--- config.mk ---
export PLATFORM = sky130hd
export DESIGN_NAME = lfsr_cipher_duplex
export DESIGN_NICKNAME = d
export VERILOG_FILES = /design/src/rtl/lfsr_cipher_duplex.sv
export SDC_FILE = /design/constraint.sdc
export NUM_CORES = 1
export LEC_CHECK = 0
export CORE_MARGIN = 2
export CORE_UTILIZATION = 56
export CTS_CLUSTER_DIAMETER = 200
export DETAILED_ROUTE_END_ITERATION = 8
export GPL_ROUTABILITY_DRIVEN = 1
export PLACE_DENSITY = 0.71
export SLEW_MARGIN = 25
export SYNTH_ARGS = -nofsm -noshare
export SYNTH_HDL_FRONTEND = slang
export SYNTH_SLANG_ARGS = --single-unit
--- constraint.sdc ---
create_clock -name clk -period 4.7 [get_ports clk]
set_clock_uncertainty 0.15 [all_clocks]
set_input_delay 0.705 -clock clk [delete_from_list [all_inputs] [get_ports clk]]
set_output_delay 0.705 -clock clk [all_outputs]
set_load 0.01 [all_outputs]
--- src/rtl/lfsr_cipher_duplex.sv ---
// Full-duplex W-bit LFSR stream cipher: independent TX/RX keystream generators sharing one serial config chain.
// Optional build macro CIPHER_RESYNC_EN adds a per-channel frame counter that reloads the seed every FRAME_LEN beats.
// Handshake: a beat moves on a rising edge where valid & ready are both high; an output beat holds stable while valid & !ready.
module lfsr_cipher_duplex #(
  parameter int           M            = 32,
  parameter int           W            = 1,
  parameter logic [M-1:0] TAPS_DEFAULT = M'(32'h80200003),
  parameter logic [M-1:0] SEED_DEFAULT = M'(32'h00000001)
`ifdef CIPHER_RESYNC_EN
  ,
  parameter int           FRAME_LEN    = 16
`endif
) (
  input  logic         clk,
  input  logic         rst,
  input  logic         cfg_en,
  input  logic         cfg_i,
  output logic         cfg_o,
  input  logic         tx_valid,
  output logic         tx_ready,
  input  logic [W-1:0] tx_data,
  output logic         txo_valid,
  input  logic         txo_ready,
  output logic [W-1:0] txo_data,
  input  logic         rx_valid,
  output logic         rx_ready,
  input  logic [W-1:0] rx_data,
  output logic         rxo_valid,
  input  logic         rxo_ready,
  output logic [W-1:0] rxo_data
);
  localparam int CW = 2 * M + 2;

  logic [CW-1:0] r_cfg;
  logic          r_cfg_en_d;
  logic [M-1:0]  r_tx_lfsr, r_rx_lfsr;
  logic          r_txo_valid, r_rxo_valid;
  logic [W-1:0]  r_txo_data, r_rxo_data;

  logic [1:0]     w_mode;
  logic [M-1:0]   w_taps_eff, w_seed_eff;
  logic           w_cfg_load, w_bypass, w_rx_freeze;
  logic           w_tx_fire, w_rx_fire;
  logic [M+W-1:0] w_tx_run, w_rx_run;
  logic [M-1:0]   w_tx_step, w_rx_step, w_tx_lfsr_nxt, w_rx_lfsr_nxt;
  logic [W-1:0]   w_tx_ks, w_rx_ks;

  // W Fibonacci steps in one cycle; returns {next_state, keystream bits with step 0 in bit 0}.
  function automatic logic [M+W-1:0] lfsr_run(input logic [M-1:0] s_in, input logic [M-1:0] taps);
    logic [M-1:0] s;
    logic [W-1:0] ks;
    s  = s_in;
    ks = '0;
    for (int k = 0; k < W; k++) begin
      ks[k] = s[M-1];
      s     = {s[M-2:0], ^(s & taps)};
    end
    return {s, ks};
  endfunction

  assign w_mode      = r_cfg[CW-1:CW-2];
  assign w_taps_eff  = (r_cfg[2*M-1:M] == '0) ? TAPS_DEFAULT : r_cfg[2*M-1:M];
  assign w_seed_eff  = (r_cfg[M-1:0] == '0) ? SEED_DEFAULT : r_cfg[M-1:0];
  assign w_cfg_load  = r_cfg_en_d & ~cfg_en;
  assign w_bypass    = (w_mode == 2'b01);
  assign w_rx_freeze = (w_mode == 2'b10);

  assign w_tx_run  = lfsr_run(r_tx_lfsr, w_taps_eff);
  assign w_rx_run  = lfsr_run(r_rx_lfsr, w_taps_eff);
  assign w_tx_step = w_tx_run[M+W-1:W];
  assign w_rx_step = w_rx_run[M+W-1:W];
  assign w_tx_ks   = w_bypass ? '0 : w_tx_run[W-1:0];
  assign w_rx_ks   = w_bypass ? '0 : w_rx_run[W-1:0];

  assign tx_ready  = ~cfg_en & ~w_cfg_load & (~r_txo_valid | txo_ready);
  assign rx_ready  = ~cfg_en & ~w_cfg_load & (~r_rxo_valid | rxo_ready);
  assign w_tx_fire = tx_valid & tx_ready;
  assign w_rx_fire = rx_valid & rx_ready;

`ifdef CIPHER_RESYNC_EN
  localparam int FW = (FRAME_LEN > 1) ? $clog2(FRAME_LEN) : 1;
  logic [FW-1:0] r_tx_cnt, r_rx_cnt;
  logic          w_tx_wrap, w_rx_wrap;

  // The last beat of a frame reloads the seed instead of stepping.
  assign w_tx_wrap     = (r_tx_cnt == FW'(FRAME_LEN - 1));
  assign w_rx_wrap     = (r_rx_cnt == FW'(FRAME_LEN - 1));
  assign w_tx_lfsr_nxt = w_tx_wrap ? w_seed_eff : w_tx_step;
  assign w_rx_lfsr_nxt = w_rx_wrap ? w_seed_eff : w_rx_step;

  always_ff @(posedge clk) begin
    if (rst || w_cfg_load) begin
      r_tx_cnt <= '0;
      r_rx_cnt <= '0;
    end else begin
      if (w_tx_fire) r_tx_cnt <= w_tx_wrap ? '0 : r_tx_cnt + 1'b1;
      if (w_rx_fire) r_rx_cnt <= w_rx_wrap ? '0 : r_rx_cnt + 1'b1;
    end
  end
`else
  assign w_tx_lfsr_nxt = w_tx_step;
  assign w_rx_lfsr_nxt = w_rx_step;
`endif

  always_ff @(posedge clk) begin
    if (rst) begin
      r_cfg       <= '0;
      r_cfg_en_d  <= 1'b0;
      r_tx_lfsr   <= SEED_DEFAULT;
      r_rx_lfsr   <= SEED_DEFAULT;
      r_txo_valid <= 1'b0;
      r_rxo_valid <= 1'b0;
      r_txo_data  <= '0;
      r_rxo_data  <= '0;
    end else begin
      r_cfg_en_d <= cfg_en;
      if (cfg_en) r_cfg <= {r_cfg[CW-2:0], cfg_i};
      if (w_cfg_load) begin
        r_tx_lfsr <= w_seed_eff;
        r_rx_lfsr <= w_seed_eff;
      end else begin
        if (w_tx_fire) r_tx_lfsr <= w_tx_lfsr_nxt;
        if (w_rx_fire && !w_rx_freeze) r_rx_lfsr <= w_rx_lfsr_nxt;
      end
      if (w_tx_fire) begin
        r_txo_valid <= 1'b1;
        r_txo_data  <= tx_data ^ w_tx_ks;
      end else if (txo_ready) begin
        r_txo_valid <= 1'b0;
      end
      if (w_rx_fire) begin
        r_rxo_valid <= 1'b1;
        r_rxo_data  <= rx_data ^ w_rx_ks;
      end else if (rxo_ready) begin
        r_rxo_valid <= 1'b0;
      end
    end
  end

  assign cfg_o     = r_cfg[CW-1];
  assign txo_valid = r_txo_valid;
  assign txo_data  = r_txo_data;
  assign rxo_valid = r_rxo_valid;
  assign rxo_data  = r_rxo_data;
endmodule

======== Word-level counts from Yosys, hierarchy flattened ========
Cells that the tools add are included.
storage, ports and cells
  register bits after elaboration ......... 135
  bits of input ports ..................... 10
  output and inout bits ................... 7
  word-level logic and storage cells ...... 48
operators by class
  eq/ne operators ......................... 2
  multiplexer cells ....................... 12
  bitwise logic cells ..................... 16
  reductions and logical operators ........ 10
operators with widths
  kind                                            number
  2-to-1 mux 32 bit                               6
  AND 32 bit                                      2
  zero test 32 bit                                2
  XOR reduction 32 bit                            2
  nonzero test 2 bit                              4
  AND 1 bit                                       6
  2-to-1 mux 1 bit                                6
  inverter 1 bit                                  4
  == test 2 x 1 -> 1 bit (second input constant)  1
  == test 2 bit (second input constant)           1
  bitwise OR 1 bit                                2
  bitwise XOR 1 bit                               2
  logical AND 1 bit                               1
  zero test 1 bit                                 1

======== Depth between registers and ports, before layout ========
Gate-level depths: netlist (run 1).
  depth after elaboration ................. 9
  depth in mapped cells ................... 9
  gate-level depth less buffers ........... 8

======== Worst setup path before layout (run 1) ========
No wires, ideal clock.
  path type ............................... input to register
  start point ............................. in cfg_en
  end point ............................... reg r_rx_lfsr[0]
  data arrival time ....................... 2053 ps
  data required time ...................... 4416 ps
  slack ................................... 2363 ps
  cell stages on the path ................. 7
  path buffers ............................ 2
  path through ............................ clkbuf_1 nor3b_1 nand2_1 a21o_1 clkbuf_1 nand3_1 o211ai_1
on the way
  word-level cells in the longest chain between the ends .. 8
  elaborated cells between the ends (all ways) .. 9
ends and longest elaborated chain
  item                              line    source
  start: declaration                16      input logic cfg_en,
  inverter 1 bit (*)                64, 76
  AND 1 bit                         64      assign w_cfg_load = r_cfg_en_d & ~cfg_en;
  inverter 1 bit                    76      assign rx_ready = ~cfg_en & ~w_cfg_load & (~r_rxo_valid | rxo_ready);
  AND 1 bit (*) (2 in series)       76
  net rx_ready                      26      output logic rx_ready,
  AND 1 bit (*)                     78      assign w_rx_fire = rx_valid & rx_ready;
  logical AND 1 bit (*)             123     if (w_rx_fire && !w_rx_freeze) r_rx_lfsr <= w_rx_lfsr_nxt;
  nonzero test 2 bit (no line) (*)  n/a
  end signal: assignment            120     r_rx_lfsr <= w_seed_eff;
  end signal: assignment            123
  end: declaration                  36      logic [M-1:0] r_tx_lfsr, r_rx_lfsr;
The timed path passes the listed nets; every way through them passes the cells marked *.
A chain may end at the register's enable or synchronous reset.

======== Worst setup path after layout (run 1) ========
  start point ............................. in rxo_ready
  end point ............................... out rx_ready
on the way
  word-level cells in the longest chain between the ends .. 2
ends and longest elaborated chain
  item                line  source
  start: declaration  29    input logic rxo_ready,
  bitwise OR 1 bit    76
  AND 1 bit           76
  end: declaration    26
No other way between the ends.

==> impl_results.md, run 1 <==
* Status: completed
* Slowest stage delay, CP at 0.61 ns
* Final Cycle Share at 64.59%
* WL/cell at 17.00 µm
* Mapped Nets at 735
* Most frequent cells in the layout: nand2_1, dfxtp_1, nor2_1, mux2i_1, a31oi_1
* Clock Latency Late Sink at 0.53 ns
* Cells after Synth at 725
* Post-CTS Resized at 0
* Mapped Area at 6187 µm²
* Standard-cell rows at 38
* Lkg Pwr at 0.002511 µW
* Dpl hpwl at 9620 µm
* Crit path from: rxo_ready
* DR DRC count at 0
* Via count at 5,096
* GRT overflow at 0
* Worst Path Max Fanout at 3
* Setup crit start kind: input pin
* Core area at 10,790 µm²
* Max transition margin at 34.14%
* Die area at 11,910 µm²
* Slew Viols, Final at 0
* Layout cells sized above 1 at 6.859%
* Final Hold Fails at 0
* Antenna-violating nets left at 0
* Synth cell types at 38
* Crit path cell chain: clkdlybuf4s50_1 > nand2b_1 > nor3b_1 > clkdlybuf4s50_1
* Critical path buffers and inverters at 2
* Maximum clock frequency at 329.4 MHz
* Cts bufs inserted at 17
* Ys flop type: dfxtp_1
* Yosys warning count at 0
* Starting Density at 57.33%
* # Post-CTS Setup Buffers at 0
* FF+latch area at 2703 µm²
* Crit path max-delay cell type: clkdlybuf4s50_1
* First-pass GRT wire length at 24,250 µm
* Cell taking the most area after synthesis: dfxtp_1
* Vias in the first global route at 4,873
* Layout area overhead at 11.63%
* Clock period minus final worst setup slack at 3.036 ns
* Post-synth top area share at 43.68%
* Largest cells by area after synthesis: dfxtp_1, nand2_1, mux2i_1
* Most Frequent Cell on Critical Path: clkdlybuf4s50_1
* Nature of the critical path endpoint: primary output
* Max Buffers Root-to-Sink at 2
* I/O Buffers at 16
* Crit Path Class: input pin to primary output
* Root Driver: clkbuf_8
* Commonest non-fill, non-tap cell in the layout: nand2_1
* Nets at 727
* FF+latch count, synth at 135
* Largest net degree at the start of global routing at 104
* Min-delay src: rxo_valid
* PnR Total Power at 2638 µW
* Initial DRC Count at 406
* Reg clk slew, reported paths at 0.06 ns
* Worst path top cell family by delay: buffers and inverters
* Critical Path AT at 2.18 ns
* TritonCTS clock tree: done
* RSZ-0062 raised after global routing: false
* Multi-input gate area at 3286 µm²
* Post-synth EDFFs at 0
* Sequential fraction of the synthesis area at 43.68%
* Mean post-synth cell area at 8.534 µm²
* Worst hold-check path type: flop to flop
* Tot GR Track Use at 26.56%
* PwrDens at 381.9 nW/µm²
* Die height at 109.1 µm
* Routed WL at 14,770 µm
* Worst EP required at 3.85 ns
* Fillcell total at 911
* DR vias/cell at 5.864
* Async SR Flop Fraction at 0%
* Endpoints failing setup at 0
* Max-cap violations at 0
* Reg-to-Reg Start: r_cfg[32]
* Slew @ Worst Pin at 0.9880 ns
* Peak VDD IR at 0.3004 mV
* Ant. Diodes at 0
* Hold_buf cts at 0
* Die Span X at 109.1 µm
* H-tree depth at 4
* GP Congestion at 0.8397
* Sink Count at 135
* Post-route setup TNS at 0 ns
* TritonRoute pass-1 iters at 6
* I/O Pins at 17
* Initial antenna violation count at 0
## cells by family (layout without fill, tap and decap cells)
group	after synthesis	count (layout)	synth area share (%)
multiplexers	66	66	10.68
buffers and inverters	48	52	3.377
XOR/XNOR	59	59	8.574
flip-flops	135	135	43.68
AO/OA/AOI/OAI	112	112	12.19
AND/OR/NAND/NOR	305	305	21.50
## stage by stage
stage          worst slack (ns)  hold WS, ns  utilization, %  cell area, µm²  cells
5_1_grt                   1.540       0.3661           63.99            6907    869
6_report                  1.664       0.3398           63.99            6907    869
4_1_cts                   1.651       0.3431           63.99            6907    869
2_1_floorplan             2.363       0.3127               -            6187    725
3_5_place_dp              1.594       0.3350           58.86            6352    838
3_3_place_gp              1.648       0.3275           58.82            6349    838
## power breakdown
| part | total (µW) | leakage, µW | internal [µW] | switching, µW |
|---|---|---|---|---|
| clock network | 1260 | 0.000274 | 775 | 482 |
| registers | 1210 | 0.00110 | 1180 | 32.9 |
| logic | 169 | 0.00114 | 69.5 | 99.2 |
| total | 2640 | 0.00251 | 2020 | 614 |
## flip-flops by register name, summed over array words and instances (netlist names)
signal and flops:
r_cfg 66, r_rx_lfsr 32, r_cfg_en_d 1, r_tx_lfsr 32, rxo_valid 1, txo_valid 1, rxo_data 1, txo_data 1
## worst paths after layout
| kind | end | slack (ns) | cells after the start |
|---|---|---|---|
| max | rx_ready | 1.66 | 4 |
| min | rxo_valid | 0.34 | 2 |
| max reg2reg | r_tx_lfsr[0] | 2.22 | 8 |
| min reg2reg | rxo_valid | 0.34 | 2 |
## worst register-to-register path: stages, from the launching register on
cell and delay [ns]:
dfxtp_1 0.44, nor4_4 0.36, nand4_2 0.23, o22ai_1 0.23
o211ai_1 0.13, xnor2_1 0.20, xnor3_1 0.41, nor2_1 0.12
o21ai_1 0.09
## area by class of cell
type / instances / share of cell area (%)
flip-flops and latches: 135 / 39.13
well taps: 140 / 2.536
clock buffers: 22 / 6.558
repair buffers: 20 / 2.681
clock inverters: 9 / 1.467
inverters: 1 / 0.05435
multi-input cells: 542 / 47.57
## routing by layer
metal,global-route usage (%),vias to the layer above,part of all wire [%]
li1,-,2455,-
met1,33.74,2468,45
met2,42.10,141,47
met3,7.531,32,5.2
met4,11.45,0,3.0
met5,0,-,0
## cells in the mapped netlist (3+ instances only)
cell,number
nor2_1,85
o211ai_1,7
o21bai_1,31
xor2_1,15
nand2_1,184
nor4_4,3
o22ai_1,3
a21oi_1,3
nand2b_1,3
nor4_1,9
nor4_2,4
buf_2,8
xnor2_1,43
buf_1,5
clkbuf_1,31
dfxtp_1,135
and2_1,3
a31oi_1,62
mux2i_1,66
Note: power is estimated with default switching activity, not from simulation.
==> run 2, diff against run 1 <==
CORE_UTILIZATION = 55   (was 56)
PLACE_DENSITY = 0.73   (was 0.71)
clock period = 2.6 ns   (was 4.7 ns; I/O delays follow)
==> run 2 against run 1 <==
First-iteration DRC count rose by 7.9%. Non-clock buffer count rose by 7. Critical path depth did not move. Via count fell by 1.3%. Critical endpoint unchanged.
==> impl_results.md, run 2 (same netlist as run 1, synthesis figures left out) <==
* DR vias/cell at 5.734 (-2.2%)
* Status: completed
* Routed WL at 14,610 µm (-1.1%)
* Commonest non-fill, non-tap cell in the layout: nand2_1
* Final Cycle Share at 94.02%
* TritonCTS clock tree: done
* Core area at 10,890 µm² (+0.88%)
* Ant. Diodes at 0 (unchanged)
* Die area at 12,110 µm² (+1.8%)
* Die Span X at 110.1 µm (+0.88%)
* Largest net degree at the start of global routing at 104 (unchanged)
* TritonRoute pass-1 iters at 5 (-1)
* Tot GR Track Use at 25.95% (-0.61 points)
* Post-route setup TNS at 0 ns (unchanged)
* Fin cells at 877 (+0.92%)
* Starting Density at 56.83% (-0.50 points)
* Max-cap violations at 0 (unchanged)
* Initial antenna violation count at 0 (unchanged)
* PwrDens at 663.0 nW/µm² (+74%)
* Slew @ Worst Pin at 0.8180 ns (-0.1700 ns)
* Peak VDD IR at 0.4612 mV (+54%)
* Root Driver: clkbuf_8
* Dpl hpwl at 9671 µm (+0.53%)
* # Post-CTS Setup Buffers at 0 (unchanged)
* Critical Path AT at 1.90 ns (-0.28 ns)
* First-pass GRT wire length at 23,960 µm (-1.2%)
* DR DRC count at 0 (unchanged)
* Worst hold margin at 0.1353 ns (-0.2045 ns)
* Post-CTS Resized at 0 (unchanged)
* Standard-cell rows at 38 (unchanged)
* H-tree depth at 4 (unchanged)
* Worst EP required at 2.06 ns (-1.79 ns)
* Largest Register: r_cfg
* Maximum clock frequency at 409.1 MHz
* Largest register FFs at 66 (unchanged)
* Die height at 110.1 µm (+0.88%)
* PnR Total Power at 4617 µW (+75%)
* Antenna-violating nets left at 0 (unchanged)
* I/O Buffers at 16 (unchanged)
* Endpoints failing setup at 0 (unchanged)
* Cts bufs inserted at 17 (unchanged)
* GRT overflow at 0 (unchanged)
* Total placed cells including tap cells at 845 (+0.84%)
* Max transition margin at 45.47% (+11 points)
* Top flop regs: r_cfg: 66 flops, r_rx_lfsr: 32 flops, r_tx_lfsr: 32 flops
* Max Buffers Root-to-Sink at 2 (unchanged)
* WL/cell at 16.66 µm (-2.0%)
* Most frequent cells in the layout: nand2_1, dfxtp_1, nor2_1, mux2i_1, a31oi_1
* Clock period minus final worst setup slack at 2.444 ns
* Setup crit start kind: input pin
* Layout cells sized above 1 at 6.920% (+0.061 points)
* Nets at 734 (+0.96%)
* Reg clk slew, reported paths at 0.06 ns (about the same)
* Nature of the critical path endpoint: primary output
* Final Hold Fails at 0 (unchanged)
* Crit Path Class: input pin to primary output
* GP Congestion at 0.8424 (+0.32%)
* Hold_buf cts at 0 (unchanged)
* Initial DRC Count at 438 (+7.9%)
* Clock Latency Late Sink at 0.53 ns (about the same)
* Lkg Pwr at 0.002540 µW (+1.2%)
* Layout area overhead at 12.54%
* Vias in the first global route at 4,814 (-1.2%)
* Via count at 5,029 (-1.3%)
* RSZ-0062 raised after global routing: false
* Worst Path Max Fanout at 3 (unchanged)
* Sink Count at 135 (unchanged)
* Slew Viols, Final at 0 (unchanged)
* Worst hold-check path type: input pin to flop
* I/O Pins at 17 (unchanged)
[run 2: cell types whose count changed in the layout (fill, tap and decap cells not counted), sizes merged]
cell      previous run  this run
bufinv               2         0
clkinv               6         3
clkbuf              22        29
buf                  6        13
clkinvlp             1         0
[run 2: where the power goes]
| part | total, µW | switching (µW) | internal [µW] | leakage, µW |
|---|---|---|---|---|
| clock network | 2110 | 835 | 1270 | 0.000254 |
| registers | 2190 | 58.7 | 2130 | 0.00110 |
| logic | 321 | 183 | 138 | 0.00119 |
| total | 4620 | 1080 | 3540 | 0.00254 |
[run 2: metrics by stage]
step	util (%)	cell area (µm²)	worst slack, ns
after detailed placement	59.23	6449	0.1665
after CTS	63.95	6963	0.1655
final	63.95	6963	0.1556
after floorplan	-	6187	0.5465
after global placement	59.23	6449	0.2231
after global routing	63.95	6963	0.02541
[run 2: worst paths after layout]
path	from	end	slack, ns	depth (start not counted)
setup reg to reg	r_cfg[49]	r_tx_lfsr[0]	0.19	8
hold reg to reg	r_rx_lfsr[18]	r_rx_lfsr[19]	0.35	2
setup / recovery	rxo_ready	rx_ready	0.16	4
hold / removal	cfg_en	rxo_data	0.14	4
[run 2: cell type report]
type	count	area (µm²)
fill	890	3925
tap	140	175.2
sequential	135	2703
inverter	1	3.754
timing repair buffer	27	285.3
multi-input combinational	542	3282
clock inverter	3	15.01
clock buffer	29	499.2
[run 2: per-layer routing]
| layer | GRT usage (%) | wire (µm) |
|---|---|---|
| met5 | 0 | 0 |
| met2 | 41.76 | 7004 |
| met1 | 33.49 | 6651 |
| met3 | 6.820 | 712 |
| met4 | 9.494 | 245 |
[run 2: worst max-delay path, stage by stage]
cell and delay (ns):
clkdlybuf4s50_1 0.45, nand2b_1 0.12, nor3b_1 0.33, clkdlybuf4s50_1 0.61
==> run 3, diff against run 2 <==
CORE_ASPECT_RATIO = 1.5   (was not set)
CORE_MARGIN = not set   (was 2)
SETUP_SLACK_MARGIN = 0.1   (was not set)
==> run 3 against run 2 <==
Maximum frequency grew 2.3%. Clock-buffer cell count shrank 10. Setup slack gained 0.055 ns. Via count grew 2.7%. Global-route usage grew 1.5 points. Register-to-register slack gained 0.02 ns. Non-clock buffer count is the same. Sequential share of layout area shrank 0.62 points. Largest cell class unchanged.
==> impl_results.md, run 3 (same netlist as run 1, synthesis figures left out) <==
* Status: completed
* Max transition margin at 45.60% (+0.13 points)
* Crit path max-delay cell type: xnor3_1
* Reg clk slew, reported paths at 0.06 ns (about the same)
* Nature of the critical path endpoint: flop
* TritonCTS clock tree: done
* Via count at 5,164 (+2.7%)
* Vias in the first global route at 4,958 (+3.0%)
* Slowest stage delay, CP at 0.41 ns (-0.20 ns)
* Most frequent cells in the layout: nand2_1, dfxtp_1, nor2_1, mux2i_1, a31oi_1
* Starting Density at 56.26% (-0.56 points)
* Clock Latency Late Sink at 0.42 ns (-0.11 ns)
* Slew @ Worst Pin at 0.8160 ns (-0.002006 ns)
* First-pass GRT wire length at 24,420 µm (+1.9%)
* Nets at 734 (unchanged)
* Layout cells sized above 1 at 8.016% (+1.1 points)
* Fillcell total at 923 (+3.7%)
* Worst hold-check path type: input pin to flop
* Endpoints failing setup at 0 (unchanged)
* Layout area overhead at 14.38%
* Final worst setup slack at 0.2106 ns (+0.05504 ns)
* Standard-cell rows at 47 (+24%)
* Hold_buf cts at 0 (unchanged)
* Largest register FFs at 66 (unchanged)
* Tot GR Track Use at 27.50% (+1.5 points)
* Max-cap violations at 0 (unchanged)
* Slew Viols, Final at 0 (unchanged)
* Commonest non-fill, non-tap cell in the layout: nand2_1
* Die Span X at 88.60 µm (-20%)
* Die area at 11,690 µm² (-3.5%)
* Maximum clock frequency at 418.5 MHz (+2.3%)
* Crit Path Class: flop to flop
* Final Cycle Share at 91.90% (-2.1 points)
* Critical path buffers and inverters at 0 (-2)
* Largest Register: r_cfg
* # Post-CTS Setup Buffers at 0 (unchanged)
* TritonRoute pass-1 iters at 5 (unchanged)
* Largest net degree at the start of global routing at 97 (-6.7%)
* Critical Path AT at 2.53 ns (+0.63 ns)
* PwrDens at 701.2 nW/µm² (+5.8%)
* Core area at 11,000 µm² (+1.0%)
* Cts bufs inserted at 17 (unchanged)
* GP Congestion at 0.8268 (-1.9%)
* WL/cell at 17.13 µm (+2.8%)
* Final Util at 64.35% (+0.40 points)
* Antenna-violating nets left at 0 (unchanged)
* Lkg Pwr at 0.002582 µW (+1.6%)
* Worst EP required at 2.74 ns (+0.68 ns)
* I/O Pins at 17 (unchanged)
* DR vias/cell at 5.848 (+2.0%)
* DR DRC count at 0 (unchanged)
* I/O Buffers at 16 (unchanged)
* Setup crit start kind: flop
* Sink Count at 135 (unchanged)
* Root Driver: clkbuf_16
* Post-route setup TNS at 0 ns (unchanged)
* Final Hold Fails at 0 (unchanged)
* Dpl hpwl at 9969 µm (+3.1%)
* Pre-CTS WS at 0.1475 ns (-0.01903 ns)
* Die height at 131.9 µm (+20%)
* Clock period minus final worst setup slack at 2.389 ns (-0.05504 ns)
* Initial antenna violation count at 0 (unchanged)
* GRT overflow at 0 (unchanged)
* RSZ-0062 raised after global routing: true
* Peak VDD IR at 0.4526 mV (-1.9%)
* Post-CTS Resized at 0 (unchanged)
* H-tree depth at 4 (unchanged)
* Max Buffers Root-to-Sink at 2 (unchanged)
* Worst Path Max Fanout at 5 (+2)
* Worst path top cell family by delay: simple AND/OR/NAND/NOR gates
* Ant. Diodes at 0 (unchanged)
* Top flop regs: r_cfg: 66 flops, r_rx_lfsr: 32 flops, r_tx_lfsr: 32 flops
* Routed WL at 15,120 µm (+3.5%)
* Initial DRC Count at 269 (-39%)
* Crit path cell chain: nor4_2 > nand4_2 > o22ai_1 > o211ai_1 > xnor2_1 > xnor3_1 > nor2_1 > o21ai_1
==> run 3: cell count changes in the layout (fill, tap and decap cells not counted), sizes merged <==
| cell | before | now |
|---|---|---|
| bufinv | 0 | 3 |
| clkinvlp | 0 | 4 |
| clkinv | 3 | 5 |
| clkbuf | 29 | 19 |
==> run 3: final cells by class <==
type | count | area (µm²) | area share [%]
multi-input cells | 542 | 3296 | 46.57
inverters | 1 | 3.754 | 0.05304
clock buffers | 19 | 452.9 | 6.400
repair buffers | 27 | 285.3 | 4.031
flip-flops and latches | 135 | 2703 | 38.19
clock inverters | 12 | 152.6 | 2.157
well taps | 147 | 183.9 | 2.599
==> run 3: stage by stage <==
stage	power (µW)	hold WS, ns	cells	cell area [µm²]
2_1_floorplan	2447	0.3127	725	6187
3_3_place_gp	2542	0.3287	852	6457
3_5_place_dp	2555	0.3375	852	6457
4_1_cts	4982	0.1998	883	7063
5_1_grt	5118	0.2306	883	7077
6_report	4962	0.2031	883	7077
==> run 3: final timing paths <==
check,start,to,slack (ns),depth (start not counted)
hold / removal,rst,r_cfg[18],0.20,2
setup / recovery,r_cfg[49],r_tx_lfsr[0],0.21,8
hold reg to reg,txo_data,txo_data,0.34,2
setup reg to reg,r_cfg[49],r_tx_lfsr[0],0.21,8
==> run 3: where the power goes <==
part / internal (µW) / switching [µW]
Sequential: 2130 / 61.2
Combinational: 139 / 186
Clock: 1550 / 897
==> run 3: per-layer routing <==
| layer | share of wire [%] | routed length [µm] | GRT usage [%] |
|---|---|---|---|
| met1 | 40 | 6084 | 30.82 |
| met2 | 51 | 7704 | 47.14 |
| met5 | 0 | 0 | 0 |
| met4 | 4.1 | 626 | 14.43 |
| met3 | 4.7 | 706 | 6.450 |
